[src/rtl/game_state_multi.sv]
// Flappy game-state controller: parallel bird/pipe collision checks, Initial/Play/Lose
// sequencing with a lose-hold timer, and pass-based scoring with a saturating high score.
module game_state_multi #(
    parameter int NUM_PIPES = 4,
    parameter int W         = 10,
    parameter int SCORE_W   = 8,
    parameter int LOSE_HOLD = 20,
    parameter int CEIL_Y    = 0,
    parameter int FLOOR_Y   = 479
) (
    input  logic                   Clk,
    input  logic                   reset_n,
    input  logic                   Start,
    input  logic                   Ack,
    input  logic [W-1:0]           Bird_X_L,
    input  logic [W-1:0]           Bird_X_R,
    input  logic [W-1:0]           Bird_Y_T,
    input  logic [W-1:0]           Bird_Y_B,
    input  logic [NUM_PIPES-1:0]   Pipe_Valid,
    input  logic [NUM_PIPES*W-1:0] X_Edge_Left,
    input  logic [NUM_PIPES*W-1:0] X_Edge_Right,
    input  logic [NUM_PIPES*W-1:0] Y_Edge_Top,
    input  logic [NUM_PIPES*W-1:0] Y_Edge_Bottom,
    output logic                   Q_Initial,
    output logic                   Q_Play,
    output logic                   Q_Lose,
    output logic [SCORE_W-1:0]     Score,
    output logic [SCORE_W-1:0]     High_Score,
    output logic                   Score_Pulse,
    output logic [NUM_PIPES-1:0]   Hit_Mask
);
    localparam int CNT_W = $clog2(LOSE_HOLD + 1);
    localparam int PC_W  = $clog2(NUM_PIPES + 1);
    localparam int SUM_W = SCORE_W + PC_W;
    localparam logic [CNT_W-1:0]   HOLD_MAX  = CNT_W'(LOSE_HOLD);
    localparam logic [W-1:0]       CEIL_V    = W'(CEIL_Y);
    localparam logic [W-1:0]       FLOOR_V   = W'(FLOOR_Y);
    localparam logic [SCORE_W-1:0] SCORE_MAX = {SCORE_W{1'b1}};

    typedef enum logic [2:0] {
        S_INITIAL = 3'b001,
        S_PLAY    = 3'b010,
        S_LOSE    = 3'b100
    } state_t;

    state_t               state_reg;
    logic [CNT_W-1:0]     hold_cnt_reg;
    logic [NUM_PIPES-1:0] passed_reg;

    logic [NUM_PIPES-1:0] hit;
    logic [NUM_PIPES-1:0] past;
    logic [NUM_PIPES-1:0] new_pass;
    logic [PC_W-1:0]      pass_cnt;
    logic [SUM_W-1:0]     score_sum;
    logic [SCORE_W-1:0]   score_next;
    logic                 boundary_hit;
    logic                 collide;

    genvar gi;
    generate
        for (gi = 0; gi < NUM_PIPES; gi++) begin : g_pipe
            logic [W-1:0] xl, xr, yt, yb;
            logic         overlap_x;
            assign xl = X_Edge_Left[gi*W +: W];
            assign xr = X_Edge_Right[gi*W +: W];
            assign yt = Y_Edge_Top[gi*W +: W];
            assign yb = Y_Edge_Bottom[gi*W +: W];
            assign overlap_x    = Pipe_Valid[gi] && (Bird_X_R > xl) && (Bird_X_L < xr);
            assign hit[gi]      = overlap_x && ((Bird_Y_T < yt) || (Bird_Y_B > yb));
            assign past[gi]     = Pipe_Valid[gi] && (xr <= Bird_X_L);
            assign new_pass[gi] = past[gi] && !passed_reg[gi];
        end
    endgenerate

    always_comb begin
        pass_cnt = '0;
        for (int i = 0; i < NUM_PIPES; i++) begin
            pass_cnt = pass_cnt + PC_W'(new_pass[i]);
        end
    end

    assign boundary_hit = (Bird_Y_T <= CEIL_V) || (Bird_Y_B >= FLOOR_V);
    assign collide      = (|hit) || boundary_hit;
    assign score_sum    = SUM_W'(Score) + SUM_W'(pass_cnt);
    assign score_next   = (score_sum > SUM_W'(SCORE_MAX)) ? SCORE_MAX : score_sum[SCORE_W-1:0];

    assign {Q_Lose, Q_Play, Q_Initial} = state_reg;

    always_ff @(posedge Clk or negedge reset_n) begin
        if (!reset_n) begin
            state_reg    <= S_INITIAL;
            hold_cnt_reg <= '0;
            passed_reg   <= '0;
            Score        <= '0;
            High_Score   <= '0;
            Score_Pulse  <= 1'b0;
            Hit_Mask     <= '0;
        end else begin
            Score_Pulse <= 1'b0;
            // Pass flags follow the pipe position every cycle so recycled pipes re-arm.
            passed_reg  <= past;
            case (state_reg)
                S_INITIAL: begin
                    if (Start) begin
                        state_reg  <= S_PLAY;
                        Score      <= '0;
                        Hit_Mask   <= '0;
                        passed_reg <= '0;
                    end
                end
                S_PLAY: begin
                    if (collide) begin
                        state_reg    <= S_LOSE;
                        Hit_Mask     <= hit;
                        hold_cnt_reg <= '0;
                        if (Score > High_Score) begin
                            High_Score <= Score;
                        end
                    end else if (pass_cnt != '0) begin
                        Score       <= score_next;
                        Score_Pulse <= 1'b1;
                    end
                end
                S_LOSE: begin
                    if (hold_cnt_reg == HOLD_MAX) begin
                        if (Ack) begin
                            state_reg <= S_INITIAL;
                        end
                    end else begin
                        hold_cnt_reg <= hold_cnt_reg + 1'b1;
                    end
                end
                default: state_reg <= S_INITIAL;
            endcase
        end
    end
endmodule

[config.mk]
export PLATFORM = sky130hd
export DESIGN_NAME = game_state_multi
export DESIGN_NICKNAME = d
export VERILOG_FILES = /design/src/rtl/game_state_multi.sv
export SDC_FILE = /design/constraint.sdc
export NUM_CORES = 1
export LEC_CHECK = 0
export BUFFER_PORTS_ARGS = -buffer_cell sky130_fd_sc_hd__buf_2
export CAP_MARGIN = 20
export CORE_MARGIN = 2
export CORE_UTILIZATION = 46
export DETAILED_ROUTE_END_ITERATION = 8
export PLACE_DENSITY = 0.91
export SLEW_MARGIN = 20
export SYNTH_ARGS = -nofsm -noshare
export SYNTH_HDL_FRONTEND = slang
export SYNTH_SLANG_ARGS = --single-unit
[constraint.sdc]
create_clock -name Clk -period 2.9 [get_ports Clk]
set_input_delay 0.435 -clock Clk [delete_from_list [all_inputs] [get_ports Clk]]
set_output_delay 0.435 -clock Clk [all_outputs]
set_load 0.01 [all_outputs]
==> flow_metrics.tcl <==
set metrics [dict create \
    start_util_pct 47.6 \
    grt_max_degree 34 \
    max_freq_mhz 254 \
    vias_per_cell 5.43 \
    hpwl_um 16400 \
    synth_async_sr_flop_share_pct 100 \
    setup_viol 26 \
    syn_area_um2 5760 \
    cp_common_cell "ha_4" \
    setup_tns_ns -13.17 \
    hold-worst-slack_ns 0.223 \
    finalInstanceArea_um2 8860 \
    grt_overflow_total 0 \
    grt_pass1_wl_um 31600 \
    cts_max_path_buffers 2 \
    ys_warn_count 0 \
    worstSkewPairLatency_ns 0.28 \
    hold_path.class "in2async" \
    finalNonFillerCells 1227 \
    power_leakage_nw 5.03 \
    cpPeakStageDelay_ns 0.48 \
    synth_fp_nets 1088 \
    antenna_found_initial 1 \
    critical_path_required_ns 3.06 \
    routed_wl_um 20200 \
    port_buffers 231 \
    rsz0062_at_grt "yes" \
    dp_cells 1192 \
    cts-root-buf "clkbuf_16" \
    track_usage_pct 29.3 \
    worst_pin_slew_ns 0.766 \
    grt_pass1_vias 7082 \
    fp.dieH_um 116 \
    crit_type "in2reg" \
    period_minus_slack_ns 3.93 \
    wire_per_inst_um 16.5 \
    design.core.area_um2 12100 \
    critPathMaxFanout 4 \
    drcViolationCount 0 \
    cts.sinks 33 \
    relSlewSlack_pct 48.9 \
    path_cells "buf_8 > clkinvlp_4 > ha_4 > nand4_1 > nor3_2 > o41a_1 > nand2b_4 > nor2_4 > fa_1 > ha_4 > ha_4 > fa_2 > a21oi_4 > nor2b_2 > and3_4 > nor2_4 > nand4_1 > nor3_1 > nor3_1" \
    final_nets 1438 \
    route.vias.total 6664 \
    yosys.area.top_type_share_pct 37.1 \
    clock-skew-final_ns 0.00502 \
    ys_seq_area_share_pct 14.3 \
    yosysTopAreaCell "ha_1" \
    fill_cells 886 \
    first_iter_violations 235 \
    avgSynthCellArea_um2 8.15 \
    syn_inst 707 \
    synth-main-ff-cell "dfrtp_1" \
    ys_types 54 \
    clk_pin_slew_worst_paths_ns 0.06 \
    p_per_area_nw_per_um2 330 \
    hold_viol 0 \
    num_io_pins 232 \
    peakVddDrop_mv 0.261 \
    syn_to_final_growth_pct 53.7 \
    first_pass_iters 5 \
    startpoint_type "primary input" \
    layout_setup_ws_ns -1.03 \
    cp-end-kind "register" \
    cts_tree "yes" \
    dpl_cell_area_um2 8100 \
    crit_path_top_delay_cell "o41a_1" \
    synth_edf_count 0 \
    post-route-period-util_pct 136 \
    maxSlewViolCount 0 \
    violations "negative setup slack" \
    route.antenna.remaining_nets 0 \
    holdBufCountCts 0 \
    status "finished, violations left" \
    synthTopCellsByArea "ha_1, dfrtp_1, inv_1, a21o_1, a21oi_1" \
    fp.dieW_um 116 \
    cts_made_buffers 5 \
    synth_seq_cells 33 \
    htree_levels 2 \
    place.gp.congestion 0.953 \
    drive_above_1_share_pct 43.0 \
    num_rows 40 \
    critPathArrivalTime_ns 4.09 \
    max-cap-violations 0 \
    die_area_um2 13400 \
]
## layout by cell type, fill, tap and decap left out, types with 4 or more instances in the layout
master and instances:
inv_1 134, nor2_4 5, clkbuf_16 5, nand2_1 29, inv_4 4, dfrtp_1 32
nor3_1 13, o211ai_1 5, nand2b_1 14, ha_1 148, nor2_1 22, and3_1 4
o21ai_0 22, nand3_1 16, nand4_1 23, a211oi_1 8, mux2_4 7, ha_4 22
a21oi_1 32, inv_2 10, a21o_1 36, a31oi_1 9, buf_6 17, nor2b_1 6
buf_2 229, buf_4 98, a21oi_2 6, o31ai_1 4
## worst paths after layout
| path | startpoint | end | slack (ns) | cells past startpoint |
|---|---|---|---|---|
| min in group Clk | Pipe_Valid[1] | passed_reg[1]$_DFF_PN0_ | 0.44 | 3 |
| max in group asynchronous | reset_n | hold_cnt_reg[0]$_DFFE_PN0P_ | 2.19 | 1 |
| max | Bird_X_L[7] | Score[5]$_DFFE_PN0P_ | -1.03 | 19 |
| min reg2reg | High_Score[5]$_DFFE_PN0P_ | High_Score[5]$_DFFE_PN0P_ | 0.54 | 1 |
| max reg2reg | passed_reg[3]$_DFF_PN0_ | Score[5]$_DFFE_PN0P_ | 0.12 | 12 |
| min | reset_n | hold_cnt_reg[3]$_DFFE_PN0P_ | 0.22 | 1 |
## final cells by class
type	instances	area, um2	area share [%]
multi-input combinational	521	4940	55.8
timing repair buffer	345	2090	23.6
sequential	33	827	9.33
inverter	151	597	6.74
tap	168	210	2.37
clock buffer	5	125	1.41
clock inverter	3	65.1	0.734
antenna	1	2.50	0.0282
## critical path: cells and delay by family
kind                       cells  cell delay, ns
buffers and inverters          2            0.21
adders and majority gates      5            1.52
and+or+nand+nor               10            1.26
AOI/OAI and AO/OA              2            0.67
## cells in the mapped netlist, drive strengths merged (3+ instances only)
master / n
a221oi: 3
nand2: 33
and2: 3
o211ai: 5
a21oi: 40
a2111oi: 6
nor2b: 7
o2111ai: 3
nor2: 29
o31ai: 5
o21ai: 28
and3: 7
nand4: 23
o21a: 3
a32oi: 3
nor3b: 3
a31oi: 10
ha: 171
o311a: 3
nand2b: 16
mux2: 8
inv: 151
nor3: 16
dfrtp: 32
nand3: 17
a211oi: 11
nor4: 4
a21o: 36
## metrics by stage
stage          power (mW)  setup WS (ns)  utilization (%)
5_1_grt              3.11          -1.15             73.1
4_1_cts              2.83         -0.905             71.9
3_3_place_gp         1.89          -1.27             66.8
2_1_floorplan        1.37         -0.989                -
3_5_place_dp         1.97          -1.41             66.8
6_report             2.92          -1.03             73.2
## repair_timing
item                       CTS  global route
setup endpoints to repair   26            28
buffers inserted            28            10
gates resized for setup     49            29
pin swaps                   38            20
## logic make-up (layout without fill, tap and decap cells)
| family | Yosys count | count (layout) | share of synthesized area (%) |
|---|---|---|---|
| other cells | 0 | 1 | 0 |
| simple gates | 167 | 167 | 15.3 |
| compound gates | 168 | 168 | 20.1 |
| fa+ha+maj | 173 | 173 | 37.8 |
| xor+xnor | 3 | 3 | 0.456 |
| flops | 33 | 33 | 14.3 |
| buf+inv | 153 | 504 | 10.1 |
| mux | 10 | 10 | 1.91 |
## layer usage
metal / share of wire, % / wire length (um) / vias to the layer above / track usage [%]
li1: - / - / 3238 / -
met1: 38 / 7740 / 3042 / 30.5
met4: 4.9 / 997 / 0 / 14.2
met3: 5.9 / 1190 / 91 / 5.33
met5: 0 / 0 / - / 0
met2: 51 / 10300 / 293 / 56.3
## where the power goes
part           internal [mW]  switching [mW]  leakage (nW)  total, mW
logic                  0.781           0.787          4.48       1.57
clock network          0.491           0.215        0.0938      0.706
registers              0.542           0.104         0.448      0.646
Power figures use the tool's default switching activity.
